### config.mk
export PLATFORM = sky130hd
export DESIGN_NAME = td4_cpu_param
export DESIGN_NICKNAME = d
export VERILOG_FILES = /design/src/rtl/td4_cpu_param.sv
export SDC_FILE = /design/constraint.sdc
export NUM_CORES = 1
export LEC_CHECK = 0
export ABC_AREA = 1
export CAP_MARGIN = 5
export CORE_MARGIN = 1
export CORE_UTILIZATION = 52
export DETAILED_ROUTE_END_ITERATION = 8
export PLACE_DENSITY = 0.86
export SYNTH_ARGS = -nofsm -noshare
export SYNTH_HDL_FRONTEND = slang
export SYNTH_SLANG_ARGS = --single-unit
### constraint.sdc
create_clock -name clk -period 4.82 [get_ports clk]
set_input_delay 0.723 -clock clk [delete_from_list [all_inputs] [get_ports clk]]
set_output_delay 0.723 -clock clk [all_outputs]
set_load 0.005 [all_outputs]
### src/rtl/td4_cpu_param.sv
// Parametrised TD4-style CPU: FETCH/EXEC/HALT sequencer with a req/ack instruction
// port, carry and zero flags, JMP/JNC/JZ, HLT with resume and a one-cycle output strobe.
module td4_cpu_param #(
  parameter int DATA_W = 4,
  parameter int PC_W   = 4
) (
  input  logic              clk,
  input  logic              reset,
  output logic [PC_W-1:0]   imem_addr,
  output logic              imem_req,
  input  logic              imem_ack,
  input  logic [DATA_W+3:0] imem_data,
  input  logic [DATA_W-1:0] in_data,
  output logic [DATA_W-1:0] out_data,
  output logic              out_strobe,
  input  logic              resume,
  output logic              halted,
  output logic [PC_W-1:0]   pc_out,
  output logic [DATA_W-1:0] a_out,
  output logic [DATA_W-1:0] b_out
);

  localparam logic [1:0] FETCH = 2'd0;
  localparam logic [1:0] EXEC  = 2'd1;
  localparam logic [1:0] HALT  = 2'd2;

  localparam logic [3:0] OP_ADD_A   = 4'b0000;
  localparam logic [3:0] OP_MOV_AB  = 4'b0001;
  localparam logic [3:0] OP_IN_A    = 4'b0010;
  localparam logic [3:0] OP_MOV_A   = 4'b0011;
  localparam logic [3:0] OP_MOV_BA  = 4'b0100;
  localparam logic [3:0] OP_ADD_B   = 4'b0101;
  localparam logic [3:0] OP_IN_B    = 4'b0110;
  localparam logic [3:0] OP_MOV_B   = 4'b0111;
  localparam logic [3:0] OP_OUT_B   = 4'b1001;
  localparam logic [3:0] OP_JZ      = 4'b1010;
  localparam logic [3:0] OP_OUT_IMM = 4'b1011;
  localparam logic [3:0] OP_HLT     = 4'b1101;
  localparam logic [3:0] OP_JNC     = 4'b1110;
  localparam logic [3:0] OP_JMP     = 4'b1111;

  localparam logic [1:0] SRC_ZERO = 2'd0;
  localparam logic [1:0] SRC_A    = 2'd1;
  localparam logic [1:0] SRC_B    = 2'd2;
  localparam logic [1:0] SRC_IN   = 2'd3;

  localparam logic [1:0] DST_A    = 2'd0;
  localparam logic [1:0] DST_B    = 2'd1;
  localparam logic [1:0] DST_OUT  = 2'd2;
  localparam logic [1:0] DST_NONE = 2'd3;

  logic [1:0]        state;
  logic [PC_W-1:0]   pc;
  logic [DATA_W-1:0] reg_a;
  logic [DATA_W-1:0] reg_b;
  logic [DATA_W-1:0] out_q;
  logic [DATA_W+3:0] ir;
  logic              carry;
  logic              zero;
  logic              strobe_q;

  logic [3:0]        opcode;
  logic [DATA_W-1:0] imm;
  logic [1:0]        src_sel;
  logic [1:0]        dst_sel;
  logic              jump_taken;
  logic              is_hlt;
  logic [DATA_W-1:0] src_val;
  logic [DATA_W:0]   alu_sum;
  logic [DATA_W-1:0] alu_res;
  logic [PC_W-1:0]   pc_inc;
  logic [PC_W-1:0]   pc_next;

  assign opcode = ir[DATA_W+3:DATA_W];
  assign imm    = ir[DATA_W-1:0];

  // Every data-moving opcode is an add of some source to imm; MOV imm uses a zero source.
  always_comb begin
    src_sel    = SRC_ZERO;
    dst_sel    = DST_NONE;
    jump_taken = 1'b0;
    is_hlt     = 1'b0;
    case (opcode)
      OP_ADD_A:   begin src_sel = SRC_A;    dst_sel = DST_A;   end
      OP_MOV_AB:  begin src_sel = SRC_B;    dst_sel = DST_A;   end
      OP_IN_A:    begin src_sel = SRC_IN;   dst_sel = DST_A;   end
      OP_MOV_A:   begin src_sel = SRC_ZERO; dst_sel = DST_A;   end
      OP_MOV_BA:  begin src_sel = SRC_A;    dst_sel = DST_B;   end
      OP_ADD_B:   begin src_sel = SRC_B;    dst_sel = DST_B;   end
      OP_IN_B:    begin src_sel = SRC_IN;   dst_sel = DST_B;   end
      OP_MOV_B:   begin src_sel = SRC_ZERO; dst_sel = DST_B;   end
      OP_OUT_B:   begin src_sel = SRC_B;    dst_sel = DST_OUT; end
      OP_OUT_IMM: begin src_sel = SRC_ZERO; dst_sel = DST_OUT; end
      OP_JMP:     jump_taken = 1'b1;
      OP_JNC:     jump_taken = ~carry;
      OP_JZ:      jump_taken = zero;
      OP_HLT:     is_hlt = 1'b1;
      default:    ;
    endcase
  end

  always_comb begin
    src_val = '0;
    case (src_sel)
      SRC_A:   src_val = reg_a;
      SRC_B:   src_val = reg_b;
      SRC_IN:  src_val = in_data;
      default: src_val = '0;
    endcase
  end

  assign alu_sum = {1'b0, src_val} + {1'b0, imm};
  assign alu_res = alu_sum[DATA_W-1:0];
  assign pc_inc  = pc + PC_W'(1);
  assign pc_next = jump_taken ? imm[PC_W-1:0] : pc_inc;

  always_ff @(posedge clk or negedge reset) begin
    if (!reset) begin
      state <= FETCH;
      ir    <= '0;
    end else begin
      case (state)
        FETCH: begin
          if (imem_ack) begin
            ir    <= imem_data;
            state <= EXEC;
          end
        end
        EXEC:    state <= is_hlt ? HALT : FETCH;
        HALT:    if (resume) state <= FETCH;
        default: state <= FETCH;
      endcase
    end
  end

  // Architectural state only moves on the EXEC edge, so a reset anywhere else
  // leaves nothing half-written.
  always_ff @(posedge clk or negedge reset) begin
    if (!reset) begin
      pc       <= '0;
      reg_a    <= '0;
      reg_b    <= '0;
      out_q    <= '0;
      carry    <= 1'b0;
      zero     <= 1'b0;
      strobe_q <= 1'b0;
    end else begin
      strobe_q <= 1'b0;
      if (state == EXEC) begin
        pc <= pc_next;
        if (dst_sel != DST_NONE) begin
          carry <= alu_sum[DATA_W];
          zero  <= (alu_res == '0);
        end
        case (dst_sel)
          DST_A:   reg_a <= alu_res;
          DST_B:   reg_b <= alu_res;
          DST_OUT: begin
            out_q    <= alu_res;
            strobe_q <= 1'b1;
          end
          default: ;
        endcase
      end
    end
  end

  assign imem_addr  = pc;
  assign imem_req   = (state == FETCH);
  assign halted     = (state == HALT);
  assign out_data   = out_q;
  assign out_strobe = strobe_q;
  assign pc_out     = pc;
  assign a_out      = reg_a;
  assign b_out      = reg_b;

endmodule

==> impl_results.md <==
* Status: complete, no violations
* Actual slew at the worst max-slew pin at ~0.37 ns
* WL met3 at 215 um
* Reg2Reg Depth at 13
* End of the critical path: zero
* Primary FF master, synth: dfrtp_1
* Power, Total at approximately 1.1 mW
* Met1 Routed Length at approximately 1400 um
* Vias in the first global route at ~1300
* GRT overflow at 0
* DIE AREA at between 0.003 and 0.004 sq mm
* Antenna violations before repair at 0
* Worst Path Arrival at 2.55 ns
* Post-synthesis mux area share at 0
* Top sig layer: met4
* CP startpoint: ir[4]
* Register area share after synthesis at 0.4829
* #FFs+latches synth at 29
* Post-CTS Resized at 0
* VDD IR-drop max at 404.1 uV
* Final min period at between 2 and 2.5 ns
* Compound-cell area share of the yosys netlist at 0.08160
* CP endpoint kind: flip-flop
* Clock buffer count from CTS at 5
* RSZ-0062 raised after global routing: false
* Crit path max fanout at 7
* Setup crit start kind: flip-flop
* Top cell type's share of synthesized area at 0.4829
* Die Span X at around 56 um
* Tightest Hold Check Type: reg2reg
* FF-to-FF End: zero
* Largest family of logic cells by synthesized area: simple AND/OR/NAND/NOR gates
* Dpl hpwl at ~2400 um
* Worst skew pair latency at roughly 0.33 ns
* Starting Density at 0.5449
* Mapped cell area at ~0.0015 sq mm
* Area share of fa/ha/maj cells after synthesis at 0.05495
* Routability Congestion at a little under 0.9
* Post-synthesis simple-gate area fraction at 0.2806
* CTS tree: done
* Final Skew at around 0.011 ns
* Max Root-Sink Buffers at 2
* Met2 WL post-DR at between 1500 and 2000 um
* Largest area contributor in the synthesized netlist: dfrtp_1
* CTS H-tree depth at 2
* GRT Overall Usage at 0.2443
* Syn nets at 210
* Syn Inst Count at about 190
* # nets final at approximately 250
* Drt via density at 5.249
* Clock sinks at 29
* DR DRC count at 0
* # port buffers at 38
* Router iterations before antenna repair at 4
* Final period util at 0.4707
* Synth top area cells: dfrtp_1 (48%), nand2_1 (16%), o21ai_0 (5.7%), inv_1 (5.2%), nand3_1 (5.0%)
* Maxcap violations at 0
* Routed wire length at 3400 um
* Fillers at approximately 230
* DR WL/cell at roughly 13 um
* Final instance area at a little under 0.002 sq mm
* Largest net degree at the start of global routing at 30
* Hold_ws at slightly below 0.5 ns
* Final setup fails at 0
* CP required at between 5 and 6 ns
* Library cells used by synthesis at 24
* Worst Path Class, Setup: reg2reg
* Die Span Y at around 56 um
* Fin Setup TNS at 0 ns
* First DRT Iteration DRCs at 42
* R2r startpoint: ir[4]
* Post-CTS Setup Inserts at 0
* Slew Limit Fails at 0
* FP Rows at 19
* # IOs at 39
* Cell Area, Placed at 0.001892 sq mm
* Antenna Violating Nets Remaining at 0
* Area of the multi-input gates at 644.4 sq um
* Worst-path clk slew at around 0.10 ns
* Cell Pwr Density at 536.7 mW/mm^2
* Relative slew slack at 0.7542
* Register Area at 725.7 sq um
* Endpoints failing hold at 0
* Post-synth EDFFs at 0
* Hold Buf Count CTS at 0
* R2r setup slk at roughly 2.6 ns
* Root Driver: clkbuf_4
* Post-Synth XOR/XNOR Area at 0.01166
* Diode count at 0
* First-pass GRT wire length at 5692 um
* Leakage power at slightly below 1 nW
* Area growth, synth to finish at 31.56%
* Max Freq at 0.4408 GHz
* Ys async rst share at 1.000
* Vias post-DR at 1370
* Syn avg cell area at 7.993 sq um
* Layout cell share with drive strength beyond 1 at 0.07826
* Synth warnings at 0
* Core area at around 0.0028 sq mm
-- how the worst min path moves through the flow --
stage | from | to | slack, ns | depth (start not counted)
final | out_data[0] | out_data[0] | 0.50 | 2
after global routing | out_data[3] | out_data[3] | 0.52 | 2
after CTS | zero | zero | 0.50 | 2
after detailed placement | zero | zero | 0.47 | 2
after global placement | out_data[3] | out_data[3] | 0.47 | 2
after floorplan | reset | a_out[0] | 0.43 | 0
-- cell type report --
| class | count | area share |
|---|---|---|
| flip-flops and latches | 29 | 0.3671 |
| multi-input cells | 129 | 0.3259 |
| repair buffers | 39 | 0.1962 |
| inverters | 25 | 0.04810 |
| clock buffers | 7 | 0.02785 |
| well taps | 31 | 0.01962 |
| clock inverters | 1 | 0.01519 |
-- flip-flops by register name, summed over array words and instances, names as in the netlist --
signal,count
ir,8
a_out,4
b_out,4
imem_addr,4
out_data,4
state,2
carry,1
out_strobe,1
zero,1
-- through the flow --
stage | setup slack, ns | std cells | util
6_report | 2.551 | 261 | 0.7169
5_1_grt | 2.356 | 261 | 0.7169
4_1_cts | 2.571 | 261 | 0.7169
3_5_place_dp | 2.255 | 253 | 0.6860
3_3_place_gp | 2.309 | 253 | 0.6860
2_1_floorplan | 2.849 | 188 | -
-- metal layers --
layer	vias up	global-route usage
met5	-	0
met4	0	0.1321
met3	14	0.06977
met2	50	0.3752
met1	630	0.3135
li1	676	-
-- power breakdown --
group,switching (mW),internal [mW],total (mW)
clock,0.0847,0.124,0.208
sequential,0.0806,0.327,0.408
combinational,0.206,0.239,0.445
-- layout by cell type, fill, tap and decap left out, types with 2 or more instances in the layout --
cell / synthesis / final
nand2_1: 64 / 64
clkdlybuf4s50_1: 0 / 38
dfrtp_1: 29 / 29
inv_1: 21 / 21
o21ai_0: 17 / 17
nand3_1: 15 / 15
nor2_1: 9 / 9
ha_1: 5 / 5
clkbuf_4: 0 / 5
nand2_2: 3 / 3
inv_2: 3 / 3
nand4_1: 2 / 2
nand3b_1: 2 / 2
o21ai_1: 2 / 2
-- cells by family (layout without fill, tap and decap cells) --
family | after synthesis | after routing
compound gates | 23 | 23
xor+xnor | 2 | 2
fa+ha+maj | 6 | 6
buf+inv | 30 | 72
flops | 29 | 29
simple gates | 98 | 98
-- critical path, stage by stage (launching register included) --
cell,delay (ns)
dfrtp_1,0.48
nor2_1,0.17
nand2_1,0.10
inv_1,0.11
nand2_1,0.06
nand3_1,0.08
ha_1,0.18
inv_1,0.06
fa_1,0.39
xor2_1,0.29
nand3_1,0.10
nor2_1,0.10
nand2_1,0.06
nand2_1,0.06
-- cells in the mapped netlist, types with 2 or more instances --
cell type	instances
nor2_1	9
dfrtp_1	29
o21ai_0	17
o21ai_1	2
nand2_2	3
inv_2	3
nand2_1	64
ha_1	5
nand3b_1	2
nand3_1	15
buf_4	5
nand4_1	2
inv_1	21
Power figures use the tool's default switching activity.
